## src/rtl/mul24_arbiter_if.sv

```systemverilog
// mul24_arbiter_if: bundles the two request ports, the multiplier issue/return path
// and the two result ports of the shared 24x24 multiplier arbiter.
// slave  = arbiter side, master = requester / multiplier / consumer side.
interface mul24_arbiter_if;
  logic        req0_valid;
  logic        req0_ready;
  logic [23:0] req0_a;
  logic [23:0] req0_b;
  logic        req1_valid;
  logic        req1_ready;
  logic [23:0] req1_a;
  logic [23:0] req1_b;
  logic [23:0] mul_a;
  logic [23:0] mul_b;
  logic        mul_issue;
  logic [47:0] mul_p;
  logic        rsp0_valid;
  logic        rsp0_ready;
  logic [47:0] rsp0_p;
  logic        rsp1_valid;
  logic        rsp1_ready;
  logic [47:0] rsp1_p;

  modport slave (
    input  req0_valid, req0_a, req0_b, req1_valid, req1_a, req1_b,
    input  mul_p, rsp0_ready, rsp1_ready,
    output req0_ready, req1_ready, mul_a, mul_b, mul_issue,
    output rsp0_valid, rsp0_p, rsp1_valid, rsp1_p
  );

  modport master (
    output req0_valid, req0_a, req0_b, req1_valid, req1_a, req1_b,
    output mul_p, rsp0_ready, rsp1_ready,
    input  req0_ready, req1_ready, mul_a, mul_b, mul_issue,
    input  rsp0_valid, rsp0_p, rsp1_valid, rsp1_p
  );
endinterface

```

## src/rtl/mul24_arbiter.sv

```systemverilog
// mul24_arbiter: two-port arbiter/sequencer in front of a free-running 24x24
// multiplier of fixed latency MUL_LAT. Each issued op carries a port tag down a
// shift register; the returning product lands in that port's result FIFO.
// Per-port credits reserve a FIFO slot at accept time, since the multiplier
// cannot be stalled.
// Build option: define MUL24_ARB_FIXED_PRIO_EN for fixed priority (port 0 wins
// ties, no round-robin pointer); default is round-robin.
module mul24_arbiter #(
  parameter int MUL_LAT    = 3,
  parameter int FIFO_DEPTH = 4
) (
  input  logic           clk,
  input  logic           rst_n,
  mul24_arbiter_if.slave bus
);
  localparam int PW = $clog2(FIFO_DEPTH);
  localparam int AW = PW + 1;
  localparam int CW = $clog2(FIFO_DEPTH + 1);
  localparam logic [CW-1:0] CRED_MAX = CW'(FIFO_DEPTH);

  logic [1:0]         elig, grant, pop, wr, full, empty, rsp_ready;
  logic               accept;
  logic [CW-1:0]      cred_q [2];
  logic [CW-1:0]      cred_d [2];
  logic [23:0]        mul_a_q, mul_a_d, mul_b_q, mul_b_d;
  logic               mul_issue_q, mul_issue_d;
  logic               issue_port_q, issue_port_d;
  logic [MUL_LAT-1:0] tag_vld_q, tag_vld_d, tag_port_q, tag_port_d;
  logic [AW-1:0]      wptr_q [2];
  logic [AW-1:0]      wptr_d [2];
  logic [AW-1:0]      rptr_q [2];
  logic [AW-1:0]      rptr_d [2];
  logic [47:0]        mem_q [2][FIFO_DEPTH];
  logic [47:0]        mem_d [2][FIFO_DEPTH];
`ifndef MUL24_ARB_FIXED_PRIO_EN
  logic               rr_ptr_q, rr_ptr_d;
`endif

  // Eligibility and grant: a port needs a request and a reserved FIFO slot
  always_comb begin
    elig[0] = bus.req0_valid && (cred_q[0] != '0);
    elig[1] = bus.req1_valid && (cred_q[1] != '0);
    grant   = 2'b00;
`ifdef MUL24_ARB_FIXED_PRIO_EN
    if (elig[0])      grant = 2'b01;
    else if (elig[1]) grant = 2'b10;
`else
    rr_ptr_d = rr_ptr_q;
    if (elig == 2'b11) grant = rr_ptr_q ? 2'b10 : 2'b01;
    else               grant = elig;
    // Pointer moves to the loser, i.e. to port 1 exactly when port 0 won
    if (grant != 2'b00) rr_ptr_d = grant[0];
`endif
    accept = grant[0] | grant[1];
  end

  // Issue register and port-tag shift register tracking the multiplier pipeline
  always_comb begin
    mul_issue_d  = accept;
    issue_port_d = accept ? grant[1] : issue_port_q;
    mul_a_d      = mul_a_q;
    mul_b_d      = mul_b_q;
    if (grant[0]) begin
      mul_a_d = bus.req0_a;
      mul_b_d = bus.req0_b;
    end else if (grant[1]) begin
      mul_a_d = bus.req1_a;
      mul_b_d = bus.req1_b;
    end
    tag_vld_d     = tag_vld_q;
    tag_port_d    = tag_port_q;
    tag_vld_d[0]  = mul_issue_q;
    tag_port_d[0] = issue_port_q;
    for (int i = 1; i < MUL_LAT; i++) begin
      tag_vld_d[i]  = tag_vld_q[i-1];
      tag_port_d[i] = tag_port_q[i-1];
    end
  end

  // Result FIFOs and credit counters; an accept and a pop in one cycle cancel
  always_comb begin
    rsp_ready = {bus.rsp1_ready, bus.rsp0_ready};
    for (int p = 0; p < 2; p++) begin
      empty[p]  = (wptr_q[p] == rptr_q[p]);
      full[p]   = (wptr_q[p][PW] != rptr_q[p][PW]) &&
                  (wptr_q[p][PW-1:0] == rptr_q[p][PW-1:0]);
      pop[p]    = !empty[p] && rsp_ready[p];
      wr[p]     = tag_vld_q[MUL_LAT-1] && (tag_port_q[MUL_LAT-1] == 1'(p));
      cred_d[p] = cred_q[p] - CW'(grant[p]) + CW'(pop[p]);
      wptr_d[p] = wptr_q[p] + AW'(wr[p]);
      rptr_d[p] = rptr_q[p] + AW'(pop[p]);
      mem_d[p]  = mem_q[p];
      if (wr[p]) mem_d[p][wptr_q[p][PW-1:0]] = bus.mul_p;
    end
  end

  // Control, issue and tag state; reset drops every in-flight operation
  always_ff @(posedge clk or negedge rst_n) begin
    if (!rst_n) begin
      cred_q[0]    <= CRED_MAX;
      cred_q[1]    <= CRED_MAX;
      wptr_q[0]    <= '0;
      wptr_q[1]    <= '0;
      rptr_q[0]    <= '0;
      rptr_q[1]    <= '0;
      mul_a_q      <= '0;
      mul_b_q      <= '0;
      mul_issue_q  <= 1'b0;
      issue_port_q <= 1'b0;
      tag_vld_q    <= '0;
      tag_port_q   <= '0;
    end else begin
      cred_q       <= cred_d;
      wptr_q       <= wptr_d;
      rptr_q       <= rptr_d;
      mul_a_q      <= mul_a_d;
      mul_b_q      <= mul_b_d;
      mul_issue_q  <= mul_issue_d;
      issue_port_q <= issue_port_d;
      tag_vld_q    <= tag_vld_d;
      tag_port_q   <= tag_port_d;
    end
  end

  // FIFO storage, cleared so an empty FIFO head reads zero after reset
  always_ff @(posedge clk or negedge rst_n) begin
    if (!rst_n) begin
      for (int p = 0; p < 2; p++)
        for (int e = 0; e < FIFO_DEPTH; e++) mem_q[p][e] <= '0;
    end else begin
      mem_q <= mem_d;
    end
  end

`ifndef MUL24_ARB_FIXED_PRIO_EN
  // Round-robin tie-break pointer
  always_ff @(posedge clk or negedge rst_n) begin
    if (!rst_n) rr_ptr_q <= 1'b0;
    else        rr_ptr_q <= rr_ptr_d;
  end
`endif

  // Credits guarantee a returning product never meets a full FIFO
  a_no_overflow: assert property (@(posedge clk) disable iff (!rst_n) (wr & full) == 2'b00);

  assign bus.req0_ready = grant[0];
  assign bus.req1_ready = grant[1];
  assign bus.mul_a      = mul_a_q;
  assign bus.mul_b      = mul_b_q;
  assign bus.mul_issue  = mul_issue_q;
  assign bus.rsp0_valid = !empty[0];
  assign bus.rsp1_valid = !empty[1];
  assign bus.rsp0_p     = mem_q[0][rptr_q[0][PW-1:0]];
  assign bus.rsp1_p     = mem_q[1][rptr_q[1][PW-1:0]];
endmodule
```

## src/flat_wrapper.sv

```systemverilog
// flat-port wrapper written by rule: the top's interface ports become plain ports
module mul24_arbiter_flat 
#(
  parameter int MUL_LAT    = 3,
  parameter int FIFO_DEPTH = 4
)
  (clk, rst_n, bus_req0_valid, bus_req0_a, bus_req0_b, bus_req1_valid, bus_req1_a, bus_req1_b, bus_mul_p, bus_rsp0_ready, bus_rsp1_ready, bus_req0_ready, bus_req1_ready, bus_mul_a, bus_mul_b, bus_mul_issue, bus_rsp0_valid, bus_rsp0_p, bus_rsp1_valid, bus_rsp1_p);
  mul24_arbiter_if bus_i ();
  input  logic clk;
  input  logic rst_n;
  input wire logic [$bits(bus_i.req0_valid)-1:0] bus_req0_valid;
  input wire logic [$bits(bus_i.req0_a)-1:0] bus_req0_a;
  input wire logic [$bits(bus_i.req0_b)-1:0] bus_req0_b;
  input wire logic [$bits(bus_i.req1_valid)-1:0] bus_req1_valid;
  input wire logic [$bits(bus_i.req1_a)-1:0] bus_req1_a;
  input wire logic [$bits(bus_i.req1_b)-1:0] bus_req1_b;
  input wire logic [$bits(bus_i.mul_p)-1:0] bus_mul_p;
  input wire logic [$bits(bus_i.rsp0_ready)-1:0] bus_rsp0_ready;
  input wire logic [$bits(bus_i.rsp1_ready)-1:0] bus_rsp1_ready;
  output wire logic [$bits(bus_i.req0_ready)-1:0] bus_req0_ready;
  output wire logic [$bits(bus_i.req1_ready)-1:0] bus_req1_ready;
  output wire logic [$bits(bus_i.mul_a)-1:0] bus_mul_a;
  output wire logic [$bits(bus_i.mul_b)-1:0] bus_mul_b;
  output wire logic [$bits(bus_i.mul_issue)-1:0] bus_mul_issue;
  output wire logic [$bits(bus_i.rsp0_valid)-1:0] bus_rsp0_valid;
  output wire logic [$bits(bus_i.rsp0_p)-1:0] bus_rsp0_p;
  output wire logic [$bits(bus_i.rsp1_valid)-1:0] bus_rsp1_valid;
  output wire logic [$bits(bus_i.rsp1_p)-1:0] bus_rsp1_p;
  assign bus_i.req0_valid = bus_req0_valid;
  assign bus_i.req0_a = bus_req0_a;
  assign bus_i.req0_b = bus_req0_b;
  assign bus_i.req1_valid = bus_req1_valid;
  assign bus_i.req1_a = bus_req1_a;
  assign bus_i.req1_b = bus_req1_b;
  assign bus_i.mul_p = bus_mul_p;
  assign bus_i.rsp0_ready = bus_rsp0_ready;
  assign bus_i.rsp1_ready = bus_rsp1_ready;
  assign bus_req0_ready = bus_i.req0_ready;
  assign bus_req1_ready = bus_i.req1_ready;
  assign bus_mul_a = bus_i.mul_a;
  assign bus_mul_b = bus_i.mul_b;
  assign bus_mul_issue = bus_i.mul_issue;
  assign bus_rsp0_valid = bus_i.rsp0_valid;
  assign bus_rsp0_p = bus_i.rsp0_p;
  assign bus_rsp1_valid = bus_i.rsp1_valid;
  assign bus_rsp1_p = bus_i.rsp1_p;
  mul24_arbiter #(.MUL_LAT(MUL_LAT), .FIFO_DEPTH(FIFO_DEPTH)) u_core (.clk(clk), .rst_n(rst_n), .bus(bus_i));
endmodule
```

## config.mk

```make
export PLATFORM = sky130hd
export DESIGN_NAME = mul24_arbiter_flat
export DESIGN_NICKNAME = d
export VERILOG_FILES = /design/src/rtl/mul24_arbiter_if.sv /design/src/rtl/mul24_arbiter.sv /design/src/flat_wrapper.sv
export SDC_FILE = /design/constraint.sdc
export NUM_CORES = 1
export LEC_CHECK = 0
export CAP_MARGIN = 20
export CORE_MARGIN = 1.5
export CORE_UTILIZATION = 25
export CTS_CLUSTER_SIZE = 20
export DETAILED_ROUTE_END_ITERATION = 6
export PLACE_DENSITY_LB_ADDON = 0.1
export SYNTH_ARGS = -nofsm -noshare
export SYNTH_HDL_FRONTEND = slang
export SYNTH_SLANG_ARGS = --single-unit
```

## constraint.sdc

```tcl
create_clock -name clk -period 6.73 [get_ports clk]
set_input_delay 1.6825 -clock clk [delete_from_list [all_inputs] [get_ports clk]]
set_output_delay 1.6825 -clock clk [all_outputs]
set_load 0.005 [all_outputs]
```

Word level (Yosys, flattened, before mapping)
Cells that the tools add are included.

cells by class
  bitwise operators = 6
  muxes and demuxes = 18
  equality and inequality tests = 3
  magnitude comparators = 6
  $add $sub $neg = 8
  reduce and logical (&&, ||, !) cells = 13

operators with widths
  operator                                                               count
  192-bit bitwise mux                                                    2
  48-bit 2-to-1 mux                                                      6
  48-bit binary-select mux with 2-bit select                             2
  48-bit demux with 2-bit select                                         2
  24-bit 2-to-1 mux                                                      4
  3-bit by 1-bit adder with 3-bit output                                 6
  3-bit greater-or-equal comparator (second input constant)              4
  2-bit NOT with 3-bit output                                            4
  1-bit logical AND                                                      8
  3-bit equality test                                                    2
  3-bit by 1-bit < comparator with 1-bit output (second input constant)  2
  3-bit nonzero test                                                     2
  3-bit by 1-bit subtractor with 3-bit output                            2
  2-bit 2-to-1 mux                                                       2
  2-bit equality test (second input constant)                            1
  1-bit zero test                                                        2
  2-bit nonzero test                                                     1
  1-bit NOT                                                              1
  1-bit OR                                                               1

storage, ports and cells
  bits in registers = 459

Logic depth before layout (Yosys ltp)
Gate-level depths: netlist (run 1).

  depth after elaboration = 6
  depth in mapped cells = 12
  mapped depth without buffers = 10

Least setup slack after synthesis (run 1)
No wires, ideal clock.

  path kind = input to output
  start = input port bus_req1_valid
  end = output port bus_req1_ready
  arrival time = 2.421 ns
  slack = 2.627 ns
  required time = 5.047 ns
  stages on the path = 5
  path through = o31a_1 -> o21ai_2 -> buf_2 -> buf_4 -> inv_1

between the ends
  word-level cells in the longest chain between the ends = 3

ends and longest elaborated chain
  element              RTL line             RTL
  from (decl)          flat_wrapper.sv:14   input wire logic [$bits(bus_i.req1_valid)-1:0] bus_req1_valid;
  1-bit logical AND *  mul24_arbiter.sv:42  elig[1] = bus.req1_valid && (cred_q[1] != '0);
  2-bit equality test  mul24_arbiter.sv:49  if (elig == 2'b11) grant = rr_ptr_q ? 2'b10 : 2'b01;
  2-bit 2-to-1 mux *   mul24_arbiter.sv:49
  to (decl)            flat_wrapper.sv:21   output wire logic [$bits(bus_i.req1_ready)-1:0] bus_req1_ready;

Mark *: on every way between the ends. The rest lies on a longest branch, timed or not.

Worst setup path in the final report (run 1)
Same ends and word-level chain as after synthesis.

==> results of run 1 <==
[cell families (layout without fill, tap and decap cells)]
family	Yosys count	in the layout	synth area share, %
simple gates	67	67	2.15
fa+ha+maj	14	14	0.960
buf+inv	91	434	2.47
flops	459	459	58.0
compound gates	54	54	3.03
mux	481	481	32.8
xor+xnor	14	14	0.619
[worst max-delay path, cell delays in order]
cell	delay [ns]
sky130_fd_sc_hd__clkdlybuf4s50_1	0.45
sky130_fd_sc_hd__o31a_1	0.65
sky130_fd_sc_hd__o21ai_4	0.11
sky130_fd_sc_hd__inv_1	0.13
sky130_fd_sc_hd__clkdlybuf4s50_1	0.52
[registers in the layout, indices dropped and copies added, names as in the netlist]
signal	count
u_core.mem_q	384
u_core.bus.mul_b	24
u_core.issue_port_q	1
u_core.cred_q	6
u_core.wptr_q	6
u_core.rptr_q	6
u_core.bus.mul_issue	1
u_core.tag_vld_q	3
u_core.rr_ptr_q	1
u_core.bus.mul_a	24
u_core.tag_port_q	3
[layer usage]
metal	global-route usage (%)	wire length, microns	vias to the layer above
li1	-	-	5069
met2	23.9	27900	234
met5	0	24	-
met1	18.8	25800	6185
met3	3.05	2450	84
met4	4.04	1310	4
[cells in the final DEF, fill, tap and decap left out, types with 5 or more instances in the layout]
| cell type | n |
|---|---|
| sky130_fd_sc_hd__buf_4 | 21 |
| sky130_fd_sc_hd__clkbuf_1 | 10 |
| sky130_fd_sc_hd__clkbuf_16 | 57 |
| sky130_fd_sc_hd__clkbuf_8 | 17 |
| sky130_fd_sc_hd__clkdlybuf4s50_1 | 297 |
| sky130_fd_sc_hd__clkinv_2 | 13 |
| sky130_fd_sc_hd__dfrtp_1 | 453 |
| sky130_fd_sc_hd__ha_1 | 12 |
| sky130_fd_sc_hd__inv_1 | 8 |
| sky130_fd_sc_hd__mux2_1 | 48 |
| sky130_fd_sc_hd__mux2_2 | 336 |
| sky130_fd_sc_hd__mux4_2 | 96 |
| sky130_fd_sc_hd__o221a_1 | 9 |
| sky130_fd_sc_hd__o221a_2 | 39 |
| sky130_fd_sc_hd__or3_1 | 48 |
| sky130_fd_sc_hd__xnor2_1 | 9 |
| sky130_fd_sc_hd__xor2_1 | 5 |
[through the flow]
| step | hold slack [ns] | total power [uW] | setup slack [ns] | util, % |
|---|---|---|---|---|
| 3_5_place_dp | 0.339 | 7270 | 1.48 | 30.4 |
| 2_1_floorplan | 0.331 | 5660 | 2.63 | - |
| 3_3_place_gp | 0.336 | 7220 | 1.46 | 30.4 |
| 5_1_grt | 0.357 | 10800 | 1.33 | 32.8 |
| 6_report | 0.354 | 10200 | 1.50 | 32.8 |
| 4_1_cts | 0.352 | 10400 | 1.47 | 32.8 |
[power groups by stage]
stage                     Clock [uW]  Sequential [uW]  Combinational (uW)
after floorplan                    0             3850                1810
after global placement             0             4040                3180
after detailed placement           0             4060                3210
after CTS                       3190             4020                3220
after global routing            3300             4130                3380
final                           3050             4010                3130
[synthesized netlist by cell type, drive strengths merged, types with 4 or more instances]
cell / n / area share (%)
or3: 48 / 1.5
ha: 12 / 0.76
buf: 71 / 2.1
clkbuf: 12 / 0.23
nand3: 4 / 0.10
mux4: 96 / 11
xor2: 5 / 0.22
dfrtp: 457 / 58
inv: 8 / 0.15
o221a: 48 / 2.7
mux2: 384 / 22
xnor2: 9 / 0.40
[cell type report]
type	count	area, sq um	share of cell area, %
tap	1050	1310	5.09
timing repair buffer	322	3210	12.4
inverter	8	30.0	0.116
clock inverter	20	179	0.693
multi-input combinational	630	7890	30.6
sequential	459	11500	44.6
clock buffer	84	1700	6.58
[worst max-delay path by stage]
stage / from / end / cells past startpoint
floorplan: bus_req1_valid / bus_req1_ready / 5
global placement: bus_req1_valid / bus_req0_ready / 5
detailed placement: bus_req1_valid / bus_req0_ready / 5
CTS: bus_req1_valid / bus_req0_ready / 5
global route: bus_req1_valid / bus_req0_ready / 5
finish: bus_req1_valid / bus_req1_ready / 5
==> reports/qor.txt, run 1 <==
====================================================================================
Outcome ...............................................................    completed
Die X .................................................................  285 microns
Cell depth of the worst flop-to-flop path .............................           11
Startpoint of the tightest hold check path ............................ u_core.tag_port_q[1]
Total detailed-routing wirelength ..................................... 57,400 microns
Net Switching .........................................................      2840 uW
Static leakage power ..................................................    0.0105 uW
Final estimated routing congestion in global placement ................        0.704
Number of nets in the final layout ....................................        1,642
Synthesized netlist cell count ........................................        1,180
Via count of the first global-routing pass ............................       13,122
Maximum number of pins on one net before global-route repair ..........          129
Total via count in the routed design ..................................       11,576
Layout cells sized above 1 ............................................        39.8%
Total global-route track usage ........................................        14.4%
Final critical-path required period ...................................      5.23 ns
Internal Power ........................................................      7340 uW
Placeable Area ........................................................ 78,700 sq um
Worst clock skew on the final layout ..................................    0.0211 ns
Final clock period utilization by the worst path ......................        77.7%
Initial core utilization ..............................................        25.2%
Detailed-route wire length per cell ................................... 22.3 microns
DRC viols .............................................................            0
CTS Hold Bufs .........................................................            0
Count of input and output buffers .....................................          298
Final instance area ................................................... 25,800 sq um
Antenna fix cells .....................................................            0
Proportion of synthesized flip-flops having asynchronous set or reset .         100%
Clock latency reported for the late side of the worst-skew pair .......      0.61 ns
Max Fanout on Critical Path ...........................................           22
Min-Delay Path Class ..................................................      reg2reg
R2r setup slk .........................................................      3.42 ns
Count of standard-cell rows ...........................................          103
CP Class ..............................................................       in2out
Post-synthesis area per instance ......................................   16.8 sq um
Level count of the clock H-tree .......................................            2
Final global-route overflow total .....................................            0
Most common flop cell mapped by yosys ................................. sky130_fd_sc_hd__dfrtp_1
Proportion of total power due to net switching ........................        27.9%
VDD IR max ............................................................     0.199 mV
Pwr per Cell Area .....................................................  395 nW/um^2
Final number of setup-violating endpoints .............................            0
Post-detailed-placement half-perimeter wirelength ..................... 34,200 microns
Part of the total power dissipated in the clock network ...............        29.9%
Hold path endpoint .................................................... u_core.tag_port_q[2]
Via density per instance ..............................................         4.50
Die height ............................................................  285 microns
Starting DRC count in detailed routing ................................          451
Clock transition at the registers of the reported paths ...............      0.06 ns
Cell depth of the worst min-delay path ................................            0
Flip-flop and latch count after synthesis .............................          459
Final Hold Viols ......................................................            0
Number of violations of the max-capacitance limit .....................            0
EDFF count, synth .....................................................            0
RSZ-0062 raised after global routing ..................................        false
Maximum root-to-sink buffer count .....................................            3
CTS Root Buffer Type .................................................. sky130_fd_sc_hd__clkbuf_16
Number of buffers created by CTS ......................................           57
Endpoint class of the critical path ...................................   output pin
Global-route wire length before repair ................................ 87,500 microns
Synth Warn # ..........................................................            0
Peak Freq .............................................................      191 MHz
Capture instance of the worst register-to-register path ............... u_core.cred_q[2]
Placed Cells ..........................................................        2,469
DP Area ............................................................... 23,900 sq um
Clock Sink Count ......................................................          459
Netlist cell types ....................................................           33
Antenna violations before repair ......................................            2
Number of nets still failing antenna checks after routing .............            0
Startpoint class of the critical path ................................. primary input
Fin cells .............................................................        2,573
Worst EP arrival ......................................................      3.55 ns
Detailed-routing iteration count for the pre-antenna-repair pass ......            6
Combinational power share .............................................        30.7%
Synthesized net count .................................................        1,344
Count of filler cells inserted in the layout ..........................        7,688
Transition time of the tightest slew-check pin ........................      1.02 ns
Io pins ...............................................................          299
Normalized max-slew margin ............................................        31.7%
Part of the Yosys area used for sequential elements ...................        58.0%
Post-cts repair resize count ..........................................            0
Sequential group share of total power .................................        39.4%
Beginning of the worst register-to-register path ...................... u_core.rptr_q[1]
Area Overhead vs Synth ................................................        30.3%
Post-synthesis cell area .............................................. 19,800 sq um
Setup TNS Final .......................................................         0 ns
Die Outline Area ...................................................... 81,000 sq um
TritonCTS clock tree ..................................................         done
Post-CTS setup buffers ................................................            0
Slew Limit Fails ......................................................            0
Critical Path RT ......................................................      5.05 ns
====================================================================================
Note: power is estimated with default switching activity, not from simulation.
==> run 2: changes to the inputs <==
==> constraint.sdc (replaced) <==
create_clock -name clk -period 4.9 [get_ports clk]
set_input_delay 1.225 -clock clk [delete_from_list [all_inputs] [get_ports clk]]
set_output_delay 1.225 -clock clk [all_outputs]
set_load 0.005 [all_outputs]
==> run 2 against run 1 <==
Compared with the run above: clock power is 35% higher; critical path type is now reg2out; first-iteration DRC count rose by 7.3%; worst setup slack worse by 0.73 ns; critical path depth fell by 2; register-to-register slack worse by 1.6 ns; clock-buffer cell count is 13 higher; sequential share of layout area fell by 0.19 points; combinational power up 37%; power increased by 37%; largest power group unchanged; non-clock buffer count increased by 8; core utilization is 0.14 points higher; die area unchanged.
==> reports/qor.txt, run 2 (same netlist as run 1, synthesis figures left out) <==
===============================================================================
Outcome ..........................................................    completed   unchanged
Via count of the first global-routing pass .......................       12,942   was 13,122
Commonest non-fill, non-tap cell in the layout ................... sky130_fd_sc_hd__dfrtp_1   unchanged
Top library cells by usage in the layout, fill and taps aside .... sky130_fd_sc_hd__dfrtp_1, sky130_fd_sc_hd__mux2_2, sky130_fd_sc_hd__clkdlybuf4s50_1, sky130_fd_sc_hd__mux4_2, sky130_fd_sc_hd__clkbuf_16   unchanged
Layout cells sized above 1 .......................................        39.2%   was 39.8%
Number of flip-flops under the largest register name .............          384   unchanged
Number of buffers created by CTS .................................           57   unchanged
Pwr per Cell Area ................................................  537 nW/um^2   was 395 nW/um^2
Register cell area after layout .................................. 11,500 sq um   unchanged
Die height .......................................................  285 microns   unchanged
Count of input and output buffers ................................          298   unchanged
Slew Limit Fails .................................................            0   unchanged
Startpoint class of the critical path ............................     register   was primary input
Final global-route overflow total ................................            0   unchanged
CTS Hold Bufs ....................................................            0   unchanged
Post-detailed-placement half-perimeter wirelength ................ 34,800 microns   was 34,200 microns
Antenna violations before repair .................................            2   unchanged
Die X ............................................................  285 microns   unchanged
Normalized max-slew margin .......................................        37.3%   was 31.7%
Peak Freq ........................................................      242 MHz
Multi-input gate area ............................................   7890 sq um   unchanged
Worst clock skew on the final layout .............................    0.0166 ns   was 0.0211 ns
Io pins ..........................................................          299   unchanged
Net Switching ....................................................      3830 uW   was 2840 uW
Clock transition at the registers of the reported paths ..........      0.06 ns   about the same
Total via count in the routed design .............................       11,729   was 11,576
CP peak stage delay ..............................................      0.83 ns   was 0.65 ns
Count of filler cells inserted in the layout .....................        7,666   was 7,688
CTS Root Buffer Type ............................................. sky130_fd_sc_hd__clkbuf_16   unchanged
Internal Power ...................................................    10,100 uW   was 7340 uW
Final estimated routing congestion in global placement ...........        0.703   was 0.704
Worst Slack Setup Final ..........................................     0.767 ns   was 1.50 ns
Count of standard-cell rows ......................................          103   unchanged
R2r setup slk ....................................................      1.81 ns   was 3.42 ns
Global-route wire length before repair ........................... 86,700 microns   was 87,500 microns
Post-CTS setup buffers ...........................................            0   unchanged
Setup TNS Final ..................................................         0 ns   unchanged
Post-cts repair resize count .....................................            0   unchanged
Placeable Area ................................................... 78,700 sq um   unchanged
Number of nets in the final layout ...............................        1,650   was 1,642
Chain of cells forming the critical path ......................... buf_12, mux4_2, clkdlybuf4s50_1   was clkdlybuf4s50_1, o31a_1, o21ai_4, inv_1, clkdlybuf4s50_1
Combinational power share ........................................        30.9%   was 30.7%
Final clock period utilization by the worst path .................        84.3%
Critical Path RT .................................................      3.67 ns   was 5.05 ns
Via density per instance .........................................         4.54   was 4.50
Level count of the clock H-tree ..................................            2   unchanged
Total detailed-routing wirelength ................................ 56,700 microns   was 57,400 microns
Static leakage power .............................................    0.0105 uW   about the same
Part of the total power dissipated in the clock network ..........        29.6%   was 29.9%
RSZ-0062 raised after global routing .............................        false   unchanged
Proportion of total power due to net switching ...................        27.5%   was 27.9%
Number of violations of the max-capacitance limit ................            0   unchanged
Maximum root-to-sink buffer count ................................            3   unchanged
Sequential group share of total power ............................        39.5%   was 39.4%
DRC viols ........................................................            0   unchanged
Worst EP arrival .................................................      2.91 ns   was 3.55 ns
Core occupancy in the finished layout ............................        32.9%   was 32.8%
Antenna fix cells ................................................            0   unchanged
TritonCTS clock tree .............................................         done   unchanged
Number of nets still failing antenna checks after routing ........            0   unchanged
Transition time of the tightest slew-check pin ...................     0.940 ns   was 1.02 ns
Detailed-route wire length per cell .............................. 22.0 microns   was 22.3 microns
Detailed-routing iteration count for the pre-antenna-repair pass .            4   was 6
Maximum number of pins on one net before global-route repair .....          102   was 129
Final critical-path required period ..............................      4.13 ns
Cell with the largest stage delay on the worst path .............. sky130_fd_sc_hd__dfrtp_4   was sky130_fd_sc_hd__o31a_1
Die Outline Area ................................................. 81,000 sq um   unchanged
Starting DRC count in detailed routing ...........................          484   was 451
Area Overhead vs Synth ...........................................        30.8%   was 30.3%
VDD IR max .......................................................     0.252 mV   was 0.199 mV
Total global-route track usage ...................................        14.1%   was 14.4%
Min-Delay Path Class .............................................      reg2reg   unchanged
Clock latency reported for the late side of the worst-skew pair ..      0.61 ns   about the same
Final Hold Viols .................................................            0   unchanged
Final number of setup-violating endpoints ........................            0   unchanged
Max Fanout on Critical Path ......................................           26   was 22
CP Class .........................................................      reg2out   was in2out
Endpoint class of the critical path ..............................   output pin   unchanged
Clock Sink Count .................................................          459   unchanged
Most flop-heavy register ......................................... u_core.mem_q   unchanged
Placement-stage worst setup slack ................................     0.978 ns   was 1.48 ns
Initial core utilization .........................................        25.2%   unchanged
===============================================================================
==> run 2: cell types whose count changed in the layout (fill, tap and decap cells not counted), moves of 2 or more <==
cell,change
sky130_fd_sc_hd__clkbuf_8,-2
sky130_fd_sc_hd__clkbuf_1,+14
sky130_fd_sc_hd__buf_4,+2
sky130_fd_sc_hd__clkinv_2,-9
sky130_fd_sc_hd__buf_12,+5
==> run 2: final cells by class <==
| cell class | count | area share, % |
|---|---|---|
| inverter | 8 | 0.116 |
| clock inverter | 8 | 0.367 |
| clock buffer | 97 | 6.74 |
| sequential | 459 | 44.4 |
| multi-input combinational | 630 | 30.4 |
| tap | 1050 | 5.07 |
| timing repair buffer | 330 | 12.9 |
==> run 2: metal layers <==
metal  routed length (microns)  vias to the layer above  part of all wire (%)  GRT usage (%)
met5                        26                        -                 0.046              0
met3                      2690                       76                   4.8           3.40
li1                          -                     5081                     -              -
met1                     25300                     6342                    45           18.5
met2                     27500                      226                    49           23.4
met4                      1140                        4                   2.0           3.54
==> run 2: through the flow <==
| stage | area [sq um] | hold WS, ns | cells | total power (uW) |
|---|---|---|---|---|
| after floorplan | 19800 | 0.331 | 1180 | 7780 |
| after global placement | 24000 | 0.340 | 2476 | 9910 |
| after detailed placement | 24100 | 0.342 | 2477 | 9950 |
| after CTS | 25900 | 0.355 | 2582 | 14200 |
| after global routing | 25900 | 0.361 | 2582 | 14800 |
| final | 25900 | 0.354 | 2582 | 13900 |
==> run 2: path summary, 6_finish.rpt <==
check	to	cells past startpoint	from
worst max-delay path	bus_rsp1_p[2]	3	u_core.rptr_q[0]
worst min-delay path	u_core.tag_vld_q[1]	0	u_core.tag_vld_q[0]
worst max register to register	u_core.cred_q[2]	11	u_core.rptr_q[0]
worst min register to register	u_core.tag_vld_q[1]	0	u_core.tag_vld_q[0]
max in group asynchronous	u_core.cred_q[5]	2	rst_n
min in group asynchronous	u_core.mem_q[166]	1	rst_n
==> run 2: power groups by stage <==
| stage | Clock [uW] | Sequential, uW | Combinational (uW) |
|---|---|---|---|
| after global routing | 4480 | 5650 | 4640 |
| after CTS | 4320 | 5510 | 4410 |
| after global placement | 0 | 5550 | 4360 |
| after floorplan | 0 | 5290 | 2490 |
| final | 4130 | 5490 | 4300 |
| after detailed placement | 0 | 5560 | 4390 |
==> run 2: worst max-delay path, delay by kind of cell (launching register included) <==
family	cells	cell delay, ns
buffers and inverters	2	0.89
DFF	1	0.83
muxes	1	0.55
